File: src/rtl/polaris_pkg.sv
// ---------------------------------------------------------------------------
// polaris_pkg
// Shared definitions for the 64-bit processor data bus to 16-bit Wishbone
// bridge: transfer-size encodings, bridge FSM state encodings and two small
// helpers that decode a request's size into alignment and beat count.
// Ports: none (package).
// ---------------------------------------------------------------------------
package polaris_pkg;

  localparam int ADR_W  = 64;
  localparam int DAT_W  = 64;
  localparam int BUS_W  = 16;
  localparam int NBEATS = DAT_W / BUS_W;

  // Transfer size as presented by the processor D master.
  typedef enum logic [1:0] {
    SIZ_BYTE  = 2'd0,
    SIZ_HALF  = 2'd1,
    SIZ_WORD  = 2'd2,
    SIZ_DWORD = 2'd3
  } siz_e;

  // Bridge sequencer states.
  typedef enum logic [1:0] {
    IDLE = 2'd0,
    BUS  = 2'd1,
    DONE = 2'd2
  } state_e;

  // A request is misaligned when its address is not a multiple of its size.
  // Bytes can never be misaligned.
  function automatic logic misaligned(input logic [1:0] siz,
                                      input logic [2:0] adr_lo);
    logic res;
    case (siz)
      SIZ_HALF:  res = adr_lo[0];
      SIZ_WORD:  res = |adr_lo[1:0];
      SIZ_DWORD: res = |adr_lo;
      default:   res = 1'b0;
    endcase
    return res;
  endfunction

  // Index of the final 16-bit beat for a given size (beats - 1).
  function automatic logic [1:0] last_beat(input logic [1:0] siz);
    logic [1:0] res;
    case (siz)
      SIZ_WORD:  res = 2'd1;
      SIZ_DWORD: res = 2'd3;
      default:   res = 2'd0;
    endcase
    return res;
  endfunction

endpackage

File: src/rtl/dbus_bridge16_if.sv
// ---------------------------------------------------------------------------
// dbus_bridge16_if
// 16-bit Wishbone-style bus between the bridge (master) and a bus target
// (slave).
// Signals:
//   wb_cyc_o  cycle in progress            (master -> slave)
//   wb_stb_o  beat strobe                  (master -> slave)
//   wb_we_o   write enable                 (master -> slave)
//   wb_adr_o  64-bit byte address, bit0=0  (master -> slave)
//   wb_sel_o  byte-lane select, lane0=even (master -> slave)
//   wb_dat_o  16-bit write data            (master -> slave)
//   wb_ack_i  beat acknowledge             (slave -> master)
//   wb_dat_i  16-bit read data             (slave -> master)
// ---------------------------------------------------------------------------
interface dbus_bridge16_if;
  import polaris_pkg::*;

  logic             wb_cyc_o;
  logic             wb_stb_o;
  logic             wb_we_o;
  logic [ADR_W-1:0] wb_adr_o;
  logic [1:0]       wb_sel_o;
  logic [BUS_W-1:0] wb_dat_o;
  logic             wb_ack_i;
  logic [BUS_W-1:0] wb_dat_i;

  modport master (
    output wb_cyc_o, wb_stb_o, wb_we_o, wb_adr_o, wb_sel_o, wb_dat_o,
    input  wb_ack_i, wb_dat_i
  );

  modport slave (
    input  wb_cyc_o, wb_stb_o, wb_we_o, wb_adr_o, wb_sel_o, wb_dat_o,
    output wb_ack_i, wb_dat_i
  );

endinterface

File: src/rtl/dbus_bridge16_dext.sv
// ---------------------------------------------------------------------------
// dext
// Purely combinational sign/zero extension of assembled read data to 64 bits.
// Ports:
//   i_raw    64-bit raw data, valid bits right-justified
//   i_siz    transfer size (byte/half/word/dword)
//   i_signed 1 = sign-extend, 0 = zero-extend (ignored for dword)
//   o_ext    64-bit extended result
// ---------------------------------------------------------------------------
module dext
  import polaris_pkg::*;
(
  input  logic [DAT_W-1:0] i_raw,
  input  logic [1:0]       i_siz,
  input  logic             i_signed,
  output logic [DAT_W-1:0] o_ext
);

  always_comb begin
    o_ext = i_raw;
    case (i_siz)
      SIZ_BYTE:  o_ext = {{56{i_signed & i_raw[7]}},  i_raw[7:0]};
      SIZ_HALF:  o_ext = {{48{i_signed & i_raw[15]}}, i_raw[15:0]};
      SIZ_WORD:  o_ext = {{32{i_signed & i_raw[31]}}, i_raw[31:0]};
      default:   o_ext = i_raw;
    endcase
  end

endmodule

File: src/rtl/dbus_bridge16.sv
// ---------------------------------------------------------------------------
// dbus_bridge16
// Bridges a 64-bit processor data port onto a 16-bit Wishbone-style bus.
// A request is latched in IDLE, split into 1/2/4 16-bit beats in BUS with
// cyc held continuously, and completed with a single-cycle dack_o in DONE.
// Misaligned requests skip the bus and complete with derr_o.
// Ports:
//   clk_i, reset_i          clock, asynchronous active-high reset
//   dcyc_i, dstb_i          processor request qualifiers
//   dwe_i, dsiz_i,dsigned_i write enable, size, signed load
//   dadr_i, dwdat_i         64-bit address, 64-bit write data
//   dack_o                  completion strobe (one cycle)
//   derr_o                  misalignment strobe (with dack_o)
//   drdat_o                 extended read data (valid with dack_o)
//   wb                      16-bit bus, master side
// ---------------------------------------------------------------------------
module dbus_bridge16
  import polaris_pkg::*;
(
  input  logic              clk_i,
  input  logic              reset_i,
  input  logic              dcyc_i,
  input  logic              dstb_i,
  input  logic              dwe_i,
  input  logic [1:0]        dsiz_i,
  input  logic              dsigned_i,
  input  logic [ADR_W-1:0]  dadr_i,
  input  logic [DAT_W-1:0]  dwdat_i,
  output logic              dack_o,
  output logic [DAT_W-1:0]  drdat_o,
  output logic              derr_o,
  dbus_bridge16_if.master   wb
);

  // Latched request and sequencer state.
  state_e           r_state;
  logic             r_we;
  logic [1:0]       r_siz;
  logic             r_signed;
  logic [ADR_W-1:0] r_adr;
  logic [DAT_W-1:0] r_wdat;
  logic [1:0]       r_beat;

  state_e           w_state_next;
  logic             w_req;
  logic             w_bus;
  logic             w_done;
  logic             w_last;
  logic             w_beat_ack;
  logic             w_err;
  logic [ADR_W-1:0] w_adr_base;
  logic [3:0][BUS_W-1:0] w_rbuf;
  logic [7:0]       w_byte;
  logic [DAT_W-1:0] w_raw;
  logic [DAT_W-1:0] w_ext;

  assign w_req      = dcyc_i & dstb_i;
  assign w_bus      = (r_state == BUS);
  assign w_done     = (r_state == DONE);
  assign w_last     = (r_beat == last_beat(r_siz));
  assign w_beat_ack = w_bus & wb.wb_ack_i;
  // Error flag is re-derived from the latched request rather than stored.
  assign w_err      = misaligned(r_siz, r_adr[2:0]);

  // -------------------------------------------------------------------------
  // FSM
  // -------------------------------------------------------------------------
  always_ff @(posedge clk_i or posedge reset_i) begin
    if (reset_i) begin
      r_state <= IDLE;
    end else begin
      r_state <= w_state_next;
    end
  end

  always_comb begin
    w_state_next = r_state;
    case (r_state)
      IDLE: begin
        if (w_req) begin
          w_state_next = misaligned(dsiz_i, dadr_i[2:0]) ? DONE : BUS;
        end
      end
      BUS: begin
        if (wb.wb_ack_i && w_last) begin
          w_state_next = DONE;
        end
      end
      DONE:    w_state_next = IDLE;
      default: w_state_next = IDLE;
    endcase
  end

  // -------------------------------------------------------------------------
  // Request latch and beat counter
  // -------------------------------------------------------------------------
  always_ff @(posedge clk_i or posedge reset_i) begin
    if (reset_i) begin
      r_we     <= 1'b0;
      r_siz    <= 2'd0;
      r_signed <= 1'b0;
      r_adr    <= '0;
      r_wdat   <= '0;
    end else if ((r_state == IDLE) && w_req) begin
      r_we     <= dwe_i;
      r_siz    <= dsiz_i;
      r_signed <= dsigned_i;
      r_adr    <= dadr_i;
      r_wdat   <= dwdat_i;
    end
  end

  always_ff @(posedge clk_i or posedge reset_i) begin
    if (reset_i) begin
      r_beat <= 2'd0;
    end else if ((r_state == IDLE) && w_req) begin
      r_beat <= 2'd0;
    end else if (w_beat_ack) begin
      // Wraps to 0 after the fourth dword beat; unused once in DONE.
      r_beat <= r_beat + 2'd1;
    end
  end

  // -------------------------------------------------------------------------
  // Read buffer: one 16-bit register per beat slot
  // -------------------------------------------------------------------------
  generate
    for (genvar gi = 0; gi < NBEATS; gi++) begin : g_rbuf
      logic [BUS_W-1:0] r_half;

      always_ff @(posedge clk_i or posedge reset_i) begin
        if (reset_i) begin
          r_half <= '0;
        end else if (w_beat_ack && (r_beat == 2'(gi))) begin
          r_half <= wb.wb_dat_i;
        end
      end

      assign w_rbuf[gi] = r_half;
    end
  endgenerate

  // -------------------------------------------------------------------------
  // Bus-side outputs: all forced to zero outside BUS
  // -------------------------------------------------------------------------
  assign w_adr_base  = {r_adr[ADR_W-1:1], 1'b0};

  assign wb.wb_cyc_o = w_bus;
  assign wb.wb_stb_o = w_bus;
  assign wb.wb_we_o  = w_bus & r_we;
  assign wb.wb_adr_o = w_bus ? (w_adr_base + {61'd0, r_beat, 1'b0}) : '0;

  always_comb begin
    wb.wb_sel_o = 2'b00;
    if (w_bus) begin
      if (r_siz == SIZ_BYTE) begin
        wb.wb_sel_o = r_adr[0] ? 2'b10 : 2'b01;
      end else begin
        wb.wb_sel_o = 2'b11;
      end
    end
  end

  always_comb begin
    wb.wb_dat_o = '0;
    if (w_bus && r_we) begin
      if (r_siz == SIZ_BYTE) begin
        // Byte is replicated on both lanes; sel picks the live one.
        wb.wb_dat_o = {2{r_wdat[7:0]}};
      end else begin
        wb.wb_dat_o = r_wdat[{r_beat, 4'b0000} +: BUS_W];
      end
    end
  end

  // -------------------------------------------------------------------------
  // CPU-side completion
  // -------------------------------------------------------------------------
  assign w_byte = r_adr[0] ? w_rbuf[0][15:8] : w_rbuf[0][7:0];

  always_comb begin
    w_raw = w_rbuf;
    case (r_siz)
      SIZ_BYTE: w_raw = {56'd0, w_byte};
      SIZ_HALF: w_raw = {48'd0, w_rbuf[0]};
      SIZ_WORD: w_raw = {32'd0, w_rbuf[1], w_rbuf[0]};
      default:  w_raw = w_rbuf;
    endcase
  end

  dext u_dext (
    .i_raw    (w_raw),
    .i_siz    (r_siz),
    .i_signed (r_signed),
    .o_ext    (w_ext)
  );

  assign dack_o  = w_done;
  assign derr_o  = w_done & w_err;
  assign drdat_o = (w_done && !r_we && !w_err) ? w_ext : '0;

endmodule

File: src/flat_wrapper.sv
// flat-port wrapper written by rule: the top's interface ports become plain ports
module dbus_bridge16_flat import polaris_pkg::*;
  (clk_i, reset_i, dcyc_i, dstb_i, dwe_i, dsiz_i, dsigned_i, dadr_i, dwdat_i, dack_o, drdat_o, derr_o, wb_wb_cyc_o, wb_wb_stb_o, wb_wb_we_o, wb_wb_adr_o, wb_wb_sel_o, wb_wb_dat_o, wb_wb_ack_i, wb_wb_dat_i);
  dbus_bridge16_if wb_i ();
  input  logic clk_i;
  input  logic reset_i;
  input  logic dcyc_i;
  input  logic dstb_i;
  input  logic dwe_i;
  input  logic [1:0] dsiz_i;
  input  logic dsigned_i;
  input  logic [ADR_W-1:0] dadr_i;
  input  logic [DAT_W-1:0] dwdat_i;
  output logic dack_o;
  output logic [DAT_W-1:0] drdat_o;
  output logic derr_o;
  output wire logic [$bits(wb_i.wb_cyc_o)-1:0] wb_wb_cyc_o;
  output wire logic [$bits(wb_i.wb_stb_o)-1:0] wb_wb_stb_o;
  output wire logic [$bits(wb_i.wb_we_o)-1:0] wb_wb_we_o;
  output wire logic [$bits(wb_i.wb_adr_o)-1:0] wb_wb_adr_o;
  output wire logic [$bits(wb_i.wb_sel_o)-1:0] wb_wb_sel_o;
  output wire logic [$bits(wb_i.wb_dat_o)-1:0] wb_wb_dat_o;
  input wire logic [$bits(wb_i.wb_ack_i)-1:0] wb_wb_ack_i;
  input wire logic [$bits(wb_i.wb_dat_i)-1:0] wb_wb_dat_i;
  assign wb_wb_cyc_o = wb_i.wb_cyc_o;
  assign wb_wb_stb_o = wb_i.wb_stb_o;
  assign wb_wb_we_o = wb_i.wb_we_o;
  assign wb_wb_adr_o = wb_i.wb_adr_o;
  assign wb_wb_sel_o = wb_i.wb_sel_o;
  assign wb_wb_dat_o = wb_i.wb_dat_o;
  assign wb_i.wb_ack_i = wb_wb_ack_i;
  assign wb_i.wb_dat_i = wb_wb_dat_i;
  dbus_bridge16 u_core (.clk_i(clk_i), .reset_i(reset_i), .dcyc_i(dcyc_i), .dstb_i(dstb_i), .dwe_i(dwe_i), .dsiz_i(dsiz_i), .dsigned_i(dsigned_i), .dadr_i(dadr_i), .dwdat_i(dwdat_i), .dack_o(dack_o), .drdat_o(drdat_o), .derr_o(derr_o), .wb(wb_i));
endmodule
File: config.mk
export PLATFORM = sky130hd
export DESIGN_NAME = dbus_bridge16_flat
export DESIGN_NICKNAME = d
export VERILOG_FILES = /design/src/rtl/polaris_pkg.sv /design/src/rtl/dbus_bridge16_if.sv /design/src/rtl/dbus_bridge16_dext.sv /design/src/rtl/dbus_bridge16.sv /design/src/flat_wrapper.sv
export SDC_FILE = /design/constraint.sdc
export NUM_CORES = 1
export LEC_CHECK = 0
export CORE_ASPECT_RATIO = 1.25
export CORE_MARGIN = 4
export CORE_UTILIZATION = 33
export DETAILED_ROUTE_END_ITERATION = 10
export SETUP_SLACK_MARGIN = 0.15
export SYNTH_ARGS = -nofsm -noshare
export SYNTH_HDL_FRONTEND = slang
export SYNTH_HIERARCHICAL = 1
export SYNTH_SLANG_ARGS = --single-unit
File: constraint.sdc
create_clock -name clk_i -period 7.9 [get_ports clk_i]
set_input_delay 1.58 -clock clk_i [delete_from_list [all_inputs] [get_ports clk_i]]
set_output_delay 1.58 -clock clk_i [all_outputs]
set_load 0.01 [all_outputs]
# After elaboration in Yosys (flattened, before gate mapping)
# Cells that the tools add are included.
dict set report word_totals {
  register_bits 200
  latch_bits 0
  ramBits 0
  romBits 0
  inputBits 153
  out_inout_bits 151
  elab_cells 76
  n_memories 0
}
dict set report op_classes {
  n_addsub 2
  multipliers 0
  div_mod_pow 0
  n_lt_le_gt_ge 0
  n_eq_ne 14
  n_shift 1
  mux 21
  bitwise_logic 7
  reduce_logical 20
}
# cell count
set ops {}
lappend ops {{64-bit one-hot mux with 3 select lines} 2}
lappend ops {{64-bit two-way mux} 2}
lappend ops {{64-bit by 3-bit adder with 64-bit output} 1}
lappend ops {{64-bit by 7-bit indexed part select with 16-bit output} 1}
lappend ops {{16-bit two-way mux} 2}
lappend ops {{2-bit two-way mux} 8}
lappend ops {{2-bit == test, second input constant} 7}
lappend ops {{1-bit logical AND} 9}
lappend ops {{2-bit by 1-bit == test with 1-bit output, second input constant} 4}
lappend ops {{8-bit two-way mux} 1}
lappend ops {{2-bit one-hot mux with 2 select lines} 2}
lappend ops {{1-bit AND} 7}
lappend ops {{2-bit zero test} 3}
lappend ops {{1-bit one-hot mux with 3 select lines} 2}
lappend ops {{3-bit OR reduction} 2}
lappend ops {{2-bit OR reduction} 2}
lappend ops {{2-bit by 1-bit adder with 2-bit output, second input constant} 1}
lappend ops {{2-bit == test} 1}
lappend ops {{1-bit zero test} 2}
lappend ops {{1-bit two-way mux} 2}
lappend ops {{2-bit by 1-bit inequality test with 1-bit output, second input constant} 1}
lappend ops {{2-bit inequality test, second input constant} 1}
lappend ops {{2-bit AND reduction} 1}
lappend ops {{2-bit nonzero test} 1}

# Depth between registers and ports, before layout
dict set report logic_depth {
  ltp_word 7
  depth_mapped 10
  mapped_depth_nobuf 7
}

# Hierarchy
# Netlist, hierarchy kept.
# mod instances cells_per_inst area_per_inst_um2 seq_area_each_um2
set by_module_without_submodules {}
lappend by_module_without_submodules {dbus_bridge16 1 982 10785.3 5004.8}
lappend by_module_without_submodules {dext 1 149 920.9 0.0}

# Least setup slack after synthesis
# No wires, ideal clock.
dict set report synth_path {
  path_kind {reg2out}
  startpoint {reg u_core.r_siz[1]}
  endpoint {out drdat_o[52]}
  arrival_ps 2524
  required_time_ps 6320
  path_slack_ps 3796
  stages_incl_launch_ff 11
  path_buffers 4
  path_cell_list {dfrtp_1 clkbuf_1 nor2_1 and2_1 clkbuf_1 mux2_2 mux2i_4 buf_6 buf_6 o211ai_2 and2_1}
}
dict set report synth_via {
  elab_chain_len 5
  elab_cells_between_ends 13
  classes_between {eq/ne: 3; mux: 4; bitwise: 3; reduce/logical: 3}
}
# element line_no
set synth_lines {}
lappend synth_lines {{from (decl)} dbus_bridge16.sv:38} ;# logic [1:0] r_siz;
lappend synth_lines {{from (signal assigned)} dbus_bridge16.sv:106} ;# r_siz <= dsiz_i;
lappend synth_lines {{2-bit == test, or another cell as far along} dbus_bridge16.sv:183} ;# case (r_siz)
lappend synth_lines {{64-bit one-hot mux with 3 select lines (*)} dbus_bridge16.sv:183}
lappend synth_lines {{via u_core.w_raw[7]} dbus_bridge16.sv:54} ;# logic [DAT_W-1:0] w_raw;
lappend synth_lines {{1-bit AND (*)} dbus_bridge16_dext.sv:22} ;# SIZ_BYTE: o_ext = {{56{i_signed & i_raw[7]}}, i_raw[7:0]};
lappend synth_lines {{64-bit one-hot mux with 3 select lines (*)} dbus_bridge16_dext.sv:21} ;# case (i_siz)
lappend synth_lines {{via u_core.w_ext[52]} dbus_bridge16.sv:55} ;# logic [DAT_W-1:0] w_ext;
lappend synth_lines {{64-bit two-way mux (*)} dbus_bridge16.sv:200} ;# assign drdat_o = (w_done && !r_we && !w_err) ? w_ext : '0;
lappend synth_lines {{to (decl)} flat_wrapper.sv:15} ;# output logic [DAT_W-1:0] drdat_o;
# The timed path passes the listed nets; every way through them passes the cells marked *.

# Final worst setup path
dict set report layout_path {
  startpoint {reg u_core.r_beat[1]}
  endpoint {out wb_wb_adr_o[54]}
}
dict set report layout_via {
  elab_chain_len 2
}
# element line_no
set layout_lines {}
lappend layout_lines {{from (decl)} dbus_bridge16.sv:42} ;# logic [1:0] r_beat;
lappend layout_lines {{from (signal assigned)} dbus_bridge16.sv:120} ;# r_beat <= r_beat + 2'd1;
lappend layout_lines {{64-bit by 3-bit adder with 64-bit output} dbus_bridge16.sv:151} ;# assign wb.wb_adr_o = w_bus ? (w_adr_base + {61'd0, r_beat, 1'b0}) : '0;
lappend layout_lines {{64-bit two-way mux} dbus_bridge16.sv:151}
lappend layout_lines {{to (decl)} flat_wrapper.sv:20} ;# output wire logic [$bits(wb_i.wb_adr_o)-1:0] wb_wb_adr_o;
# No other way between the ends.

==> results.cfg <==
[worst_setup_path]
rrSetupSlack_ns = 5.32
cp.depth = 8
path_max_fanout = 26
critPathArrivalTime_ns = 4.35
worstPathRequired_ns = 6.32
critical_path.top_delay_family = simple AND/OR/NAND/NOR gates
worstRegToRegCells = 4
endpoint_kind = output pin
crit_type = reg2out
startpoint_type = register
cp_num_buf_inv = 2
cp_cell_sequence = buf_4 -> ha_1 -> a21oi_1 -> or3_1 -> or4_1 -> or4_1 -> a21oi_1 -> clkdlybuf4s50_1
cp_slowest_cell = or4_1
slowest_delay_ns = 0.94

[timing]
worstMarginPinSlew_ns = 1.10
skew_ns = 0.0104
hold_viol = 0
maxSlewViolCount = 0
setup_viol = 0
rsz0062_at_grt = no
fin_crit_ns = 5.93
clock.fmax_ghz = 0.169
setup-tns-final_ns = 0
max-slew-margin-rel = 0.268
fin_crit_sh = 0.751

[cts]
holdBufCountCts = 0
cts.sinks = 200
path_clk_slew_ns = 0.07
tritoncts = yes
cts_buffers = 17
cts_root_buffer = clkbuf_16
cts.repair.resized = 0
clk-insertion-delay-late_ns = 0.44
clock_path_buffers = 2
postCtsSetupBuffers = 0
htreeDepth = 4

[logic_synthesis]
synth_edf_count = 0
synth_top_family_by_area = multiplexers
yosysWarnings = 6
synth.cell_area_mm2 = 0.0117
synth_top_area_cell = dfrtp_1
synth.area.mux_share = 0.224
ys_types = 46
synth_adder_area_share = 0.00812
synth_area_leaders = dfrtp_1 43%, mux2_2 19%, and2_1 5.0%
ys.flop_type = dfrtp_1
yosysMostFrequentCell = dfrtp_1
seq_area_frac_synth = 0.428
synth_commonest_cells = 200 x dfrtp_1, 198 x mux2_2, 93 x and2_1
synth-async-reset-ratio = 1.00
syn_area_per_cell_um2 = 10.4
yosysTopAreaCellShare = 0.428
synthCells = 1131
synth-xor-area-share = 0.0284
synth_compound_area_frac = 0.0764
synth_nets = 1291
ys_ff_latch = 200
synth-simple-area-share = 0.192

[grt]
grt_pass1_vias = 9487
grt_pass1_wl_mm = 55.1
grt_overflow_total = 0
grt_max_degree = 138
antenna_found_initial = 12
grt_usage = 0.182

[cells_and_area]
final_cells = 1852
fin_area_mm2 = 0.0156
final_nets = 1522
area_growth_pct = 33.3
drive_above_1_share = 0.205

[floorplanning]
io_pins = 304
die_x_um = 176
core_mm2 = 0.0347
die_area_mm2 = 0.0386
initial_utilization = 0.337
die_height_um = 219
core.rowCount = 76

[hold_path]
holdPathStages = 1
worstHoldPathType = reg2reg

[route]
firstDrtPassIters = 4
drt-total-wl_mm = 35.6
dr.first_iter.drc_count = 562
vias_per_cell = 5.11
wl_per_cell_um = 19.2
drc_errors = 0
via_count = 9468
ant_nets = 0

[outcome]
status = finished clean

[placed_design]
numPortBuffers = 302
dpl-instance-area_mm2 = 0.0150
hpwl_mm = 25.5
placedCellCount = 1811
place_congestion = 0.878

[pwr]
power_leakage_nw = 6.12
p_per_area_mw_per_mm2 = 332
ir_drop_uv = 179

[job]
cap_violations = 0
## registers in the layout (all words and copies together), names as in the netlist
register,count
u_core/r_wdat,64
u_core/r_signed,1
u_core/r_state,2
u_core/r_we,1
u_core/r_beat,2
u_core/r_siz,2
u_core/r_adr,64
u_core/g_rbuf.r_half,64
## report_power, final
| group | internal [W] | total (W) | switching [W] |
|---|---|---|---|
| clock | 0.000503 | 0.000905 | 0.000402 |
| sequential | 0.00153 | 0.00194 | 0.000409 |
| combinational | 0.00121 | 0.00234 | 0.00113 |
## through the flow
stage,setup slack [ns],total power [W],util,hold WS [ns]
detailed placement,2.44,0.00432,0.431,0.484
global route,1.77,0.00556,0.449,0.512
floorplan,0.866,0.00355,-,0.457
finish,1.97,0.00518,0.449,0.498
CTS,1.96,0.00525,0.449,0.502
global placement,2.48,0.00427,0.431,0.479
## area by class of cell
type,instances,area (µm²)
inverters,13,56.3
repair buffers,313,3120
well taps,468,586
multi-input cells,817,6210
fillers,3302,19100
diodes,11,27.5
flip-flops and latches,200,5010
clock inverters,8,114
clock buffers,22,484
## path summary, 6_finish.rpt
| path | start | end |
|---|---|---|
| worst min register to register | u_core/g_rbuf[2].r_half[8] | u_core/g_rbuf[2].r_half[8] |
| max in group asynchronous | reset_i | u_core/r_adr[44] |
| worst max register to register | u_core/r_state[1] | u_core/g_rbuf[2].r_half[3] |
| worst min-delay path | u_core/g_rbuf[2].r_half[8] | u_core/g_rbuf[2].r_half[8] |
| min in group asynchronous | reset_i | u_core/r_adr[54] |
| worst max-delay path | u_core/r_beat[1] | wb_wb_adr_o[54] |
## logic make-up after synthesis
group / Yosys count
multiplexers: 216
other: 1
XOR/XNOR: 38
adder cells (fa/ha/maj): 7
AND/OR/NAND/NOR: 416
AO/OA/AOI/OAI: 139
buffers and inverters: 114
flip-flops: 200
## cell usage in the layout, fill, tap and decap left out, types with 6 or more instances in the layout
cell | netlist | final
and4_1 | 7 | 7
and3_1 | 40 | 40
xnor2_1 | 29 | 29
xor2_1 | 9 | 9
o211ai_1 | 18 | 18
a21oi_1 | 44 | 44
o21ai_0 | 33 | 33
ha_1 | 6 | 6
and2_1 | 93 | 93
mux4_2 | 16 | 16
nand4_1 | 19 | 19
clkbuf_16 | 0 | 17
or4_1 | 16 | 16
mux2_2 | 198 | 198
nand3_1 | 57 | 57
o21ai_1 | 11 | 11
nor2_1 | 50 | 50
clkdlybuf4s50_1 | 0 | 302
o31ai_1 | 12 | 12
o211ai_2 | 14 | 14
or3_1 | 13 | 13
nor4_1 | 13 | 13
buf_4 | 11 | 10
nand2_1 | 81 | 81
inv_1 | 13 | 12
diode_2 | 0 | 11
dfrtp_1 | 200 | 198
nor3_1 | 12 | 11
## routing by layer
metal  vias up  global-route usage  part of all wire
met5         -                   0           0.00020
met4         2              0.0893             0.036
met3        60              0.0412             0.060
met2       307               0.297              0.49
met1      4597               0.229              0.41
li1       4502                   -                 -
Power figures use the tool's default switching activity.
==> patch 1: new RTL, same flow settings <==
The 3 states of `state_e` get a one-hot encoding in 3 bits.
--- a/src/rtl/polaris_pkg.sv
+++ b/src/rtl/polaris_pkg.sv
@@ -23,6 +23,6 @@
   // Bridge sequencer states.
-  typedef enum logic [1:0] {
-    IDLE = 2'd0,
-    BUS  = 2'd1,
-    DONE = 2'd2
+  typedef enum logic [2:0] {
+    IDLE = 3'b001,
+    BUS  = 3'b010,
+    DONE = 3'b100
   } state_e;
Check against the original RTL: no difference found for any inputs over 4 cycles, from zero or initial values and one cycle with reset_i high; so few cycles prove little.
==> patch 1 against the original RTL <==
Clock skew is 0.012 ns higher. Final area rose by 0.73%. Fmax grew 3.4%. Synthesized area down 0.24%. Wire length up 1.3%. Setup slack improved by 0.20 ns. Sequential cell count is 1 higher. Core utilization is 0.33 points higher. Count of clock-buffer cells in the layout increased by 13. Critical endpoint is now drdat_o[33].
Power is not compared: it rests on default switching activity, and its combinational part moved more than twofold at a synthesized area within 25%.
==> patch 1: results (changes against the original RTL) <==
cts_buffers: 23  # was 17
holdPathStages: 1  # unchanged
m1WireLength_um: 15200  # was 14,700 um
r2r_start: "u_core/r_state[0]"  # was u_core/r_state[1]
gr-usage-all-layers_pct: 17.9  # was 18.2%
r2r_slack_ns: 5.10  # was 5.32 ns
port_buffers: 302  # unchanged
hp-class: "reg -> reg"  # unchanged
cts_max_path_buffers: 3  # was 2
wl_met3_um: 2200  # was 2120 um
routed.top_layer: "met5"  # unchanged
seq_area_frac_synth_pct: 43.1  # was 42.8%
ctsHtreeMaxLevel: 1  # was 4
drt-pass1-iter-count: 4  # unchanged
root_buffer: "clkbuf_16"  # unchanged
grt_pass1_wl_um: 55100  # about the same
worst_pin_slew_ns: 1.08  # was 1.10 ns
hold_start: "u_core/g_rbuf[1].r_half[7]"  # was u_core/g_rbuf[2].r_half[8]
peakVddDrop_mv: 0.155
grt_max_degree: 135  # was 138
met2WireLength_um: 17700  # was 17,500 um
synthTopCellsByArea: "dfrtp_1, mux2_2, and2_1"  # unchanged
ctsHoldBuffers: 0  # unchanged
netlist_top_cells_count: "dfrtp_1, mux2_2, and2_1"  # unchanged
n_fill_cell: 3303  # was 3,302
r2r-end: "u_core/r_adr[43]"  # was u_core/g_rbuf[2].r_half[3]
status: "complete, no violations"  # unchanged
top_regs: "u_core/g_rbuf.r_half x64, u_core/r_adr x64, u_core/r_wdat x64"  # unchanged
cp.arrival_ns: 4.15  # was 4.35 ns
final_net_count: 1528  # was 1,522
gp_congestion: 0.847  # was 0.878
cp_max_fo: 42  # was 26
clk_latency_ns: 0.52  # was 0.44 ns
yosysWarnings: 6  # unchanged
drtIter0Drc: 505  # was 562
clk_pin_slew_ns: 0.06
antenna_found_initial: 5  # was 12
critPathMaxStageDelay_ns: 0.66  # was 0.94 ns
hpwlAfterDp_um: 25700  # was 25,500 um
power_leakage_uw: 0.00626
critPathSlowestCell: "nor2_1"  # was or4_1
synth_async_sr_flop_share_pct: 100  # unchanged
viasPerCell: 5.11  # about the same
path_delay_family: "simple AND/OR/NAND/NOR gates"  # unchanged
clock_skew_ns: 0.0228  # was 0.0104 ns
grt_pass1_vias: 9368  # was 9,487
r2r.worst_path.cells: 4  # unchanged
synth_nets: 1290  # was 1,291
post_cts_buffers: 0  # unchanged
drive_above_1_share_pct: 20.4  # was 20.5%
synth.distinct_cells: 47  # was 46
wl_per_cell_um: 19.4  # was 19.2 um
ctsResizeCount: 0  # unchanged
min_to: "u_core/g_rbuf[1].r_half[7]"  # was u_core/g_rbuf[2].r_half[8]
==> patch 1: changes by cell type after synthesis, sizes merged, moves of 3 or more <==
cell   delta
nor2      -5
nand2     -4
buf       -3
xnor2     -5
or3       +6
mux2      -6
xor2      +3
o21ai    +14
inv       +7
==> patch 1: kinds of logic after synthesis <==
group                      share of synthesized area (%)
adders and majority gates                          0.814
and+or+nand+nor                                     18.9
muxes                                               21.9
xor gates and xnor gates                            2.70
AOI/OAI and AO/OA                                   8.00
DFF                                                 43.1
buffers and inverters                               4.64
other                                             0.0321
==> patch 1: final cells by class <==
cell class              count  area, um2  area share [%]
clock inverters             6       87.6           0.557
well taps                 468        586            3.73
clock buffers              35        691            4.40
diodes                      3       7.51          0.0478
repair buffers            313       3110            19.8
multi-input cells         809       6120            39.0
inverters                  20       82.6           0.526
flip-flops and latches    201       5030            32.0
==> patch 1: metrics by stage <==
| step | hold slack (ns) | cell area (um2) | setup slack, ns | instances |
|---|---|---|---|---|
| 6_report | 0.494 | 15700 | 2.17 | 1855 |
| 5_1_grt | 0.500 | 15700 | 1.87 | 1855 |
| 4_1_cts | 0.498 | 15700 | 2.13 | 1852 |
| 3_5_place_dp | 0.485 | 14900 | 2.71 | 1811 |
| 3_3_place_gp | 0.479 | 14900 | 2.74 | 1811 |
| 2_1_floorplan | 0.471 | 11700 | 0.839 | 1130 |
==> patch 1: worst max path at each step <==
stage	startpoint	end	slack, ns	cells after the start
after floorplan	reset_i	u_core/g_rbuf[0].r_half[0]	0.84	1
after global placement	u_core/r_siz[1]	drdat_o[40]	2.74	8
after detailed placement	u_core/r_siz[1]	drdat_o[25]	2.71	8
after CTS	u_core/r_siz[1]	drdat_o[25]	2.13	8
after global routing	u_core/r_siz[1]	drdat_o[31]	1.87	8
final	u_core/r_siz[1]	drdat_o[33]	2.17	8
==> patch 1: per-layer routing <==
layer | vias to the layer above | track usage [%]
met1 | 4648 | 23.3
li1 | 4494 | -
met5 | - | 0
met2 | 282 | 29.9
met3 | 59 | 3.82
met4 | 4 | 5.43
==> patch 1: report_power, final <==
part	internal (uW)	total (uW)	switching, uW
Combinational	446	861	415
Sequential	1280	1500	218
Clock	667	1100	430
==> patch 2: new RTL, same settings <==
Made on the original files. Change the package constant `ADR_W` from 64 to 128.
--- a/src/rtl/polaris_pkg.sv
+++ b/src/rtl/polaris_pkg.sv
@@ -9,3 +9,3 @@
 
-  localparam int ADR_W  = 64;
+  localparam int ADR_W  = 128;
   localparam int DAT_W  = 64;
Ports: changed (resized dadr_i and wb_wb_adr_o); port bits go from 304 to 432. The function was not compared with the original's and may differ.
==> patch 2 against the original RTL <==
Total power increased by 41%. Global-route usage rose by 3.5 points. Combinational power rose by 39%. Critical endpoint is now wb_wb_adr_o[125]. Setup slack worse by 0.29 ns. Register-to-register slack lost 0.97 ns. Largest cell class unchanged. Final cell count rose by 46%. Clock power rose by 55%. Final area up 41%. Wire length rose by 68%. Sequential cell count is 64 higher. Synthesized area up 38%. Die area increased by 36%.
==> patch 2: results (changes against the original RTL) <==
multi_input_area_share_pct: 40.6  # was 39.8%
critPathSlowestCell: "nor4_1"  # was or4_1
top_regs: "u_core/r_adr x128, u_core/g_rbuf.r_half x64, u_core/r_wdat x64"  # was u_core/g_rbuf.r_half x64, u_core/r_adr x64, u_core/r_wdat x64
max_slew_margin_pct: 27.1  # was 26.8%
gr-usage-all-layers_pct: 21.7  # was 18.2%
critPathMaxStageDelay_ns: 0.88  # was 0.94 ns
netlist_top_cells_count: "dfrtp_1, mux2_2, nand2_1"  # was dfrtp_1, mux2_2, and2_1
synth_nets: 1885  # was 1,291
seq_area_frac_synth_pct: 40.9  # was 42.8%
antenna_found_initial: 7  # was 12
area_share_nonclk_buffers_pct: 20.4  # was 20.0%
cts_buffers: 29  # was 17
drt-pass1-iter-count: 5  # was 4
status: "complete, no violations"  # unchanged
antenna_cells: 9  # was 11
endpoint: "wb_wb_adr_o[125]"  # was wb_wb_adr_o[54]
port_buffers: 430  # was 302
drtIter0Drc: 946  # was 562
r2r-end: "u_core/r_adr[62]"  # was u_core/g_rbuf[2].r_half[3]
grt_pass1_wl_um: 88900  # was 55,100 um
inverters: 37  # was 13
cts_max_path_buffers: 3  # was 2
clk_share_pct: 4.47  # was 3.83%
clk_latency_ns: 0.58  # was 0.44 ns
r2r_slack_ns: 4.35  # was 5.32 ns
cp_max_fo: 24  # was 26
wl_per_cell_um: 22.1  # was 19.2 um
signal_buffers: 450  # was 313
r2r.worst_path.cells: 7  # was 4
comb.multi_input.count: 1246  # was 817
power_leakage_uw: 0.00835  # was 0.00612 uW
gp_congestion: 0.913  # was 0.878
peakVddDrop_mv: 0.176  # was 0.179 mV
finalCriticalPeriod_ns: 6.22  # was 5.93 ns
==> patch 2: kinds of logic after synthesis <==
logic type | share of synthesized area [%]
flops | 40.9
simple gates | 23.4
buf+inv | 4.02
compound gates | 6.47
xor+xnor | 5.26
other cells | 0.0232
fa+ha+maj | 0.589
mux | 19.3
==> patch 2: metal layers <==
layer  vias up  wire length, um  GRT usage (%)
li1       6652                -              -
met1      7134            23800           27.3
met2       614            29600           37.5
met3       108             4130           3.78
met4         0             2180           8.33
met5         -                0              0
==> patch 2: through the flow <==
step	cell area [um2]	power (uW)	utilization, %	std cells	hold WS, ns
detailed placement	20900	5900	43.3	2641	0.485
global route	21900	7760	45.4	2701	0.507
floorplan	16100	4660	-	1661	0.456
finish	21900	7310	45.4	2703	0.496
global placement	20900	5840	43.3	2641	0.480
CTS	21900	7340	45.3	2694	0.499
==> patch 2: how the worst min path moves through the flow <==
stage          cells after the start                          end
3_5_place_dp                       1   u_core/g_rbuf[3].r_half[0]
6_report                           1   u_core/g_rbuf[3].r_half[0]
3_3_place_gp                       1   u_core/g_rbuf[2].r_half[7]
5_1_grt                            1  u_core/g_rbuf[3].r_half[10]
4_1_cts                            1   u_core/g_rbuf[2].r_half[6]
2_1_floorplan                      1            u_core/r_state[0]
==> patch 2: worst max-delay path, delay by kind of cell, from the launching register on <==
kind / cells / cell delay (ns)
simple gates: 5 / 2.10
buf+inv: 2 / 0.97
flops: 1 / 0.33
compound gates: 1 / 0.33
fa+ha+maj: 1 / 0.32
==> patch 2: report_power, final <==
part           leakage [uW]  internal, uW  switching, uW  total (uW)
sequential          0.00319          1990            663        2660
combinational       0.00467          1610           1630        3250
clock              0.000488           826            578        1400
total               0.00835          4430           2870        7310
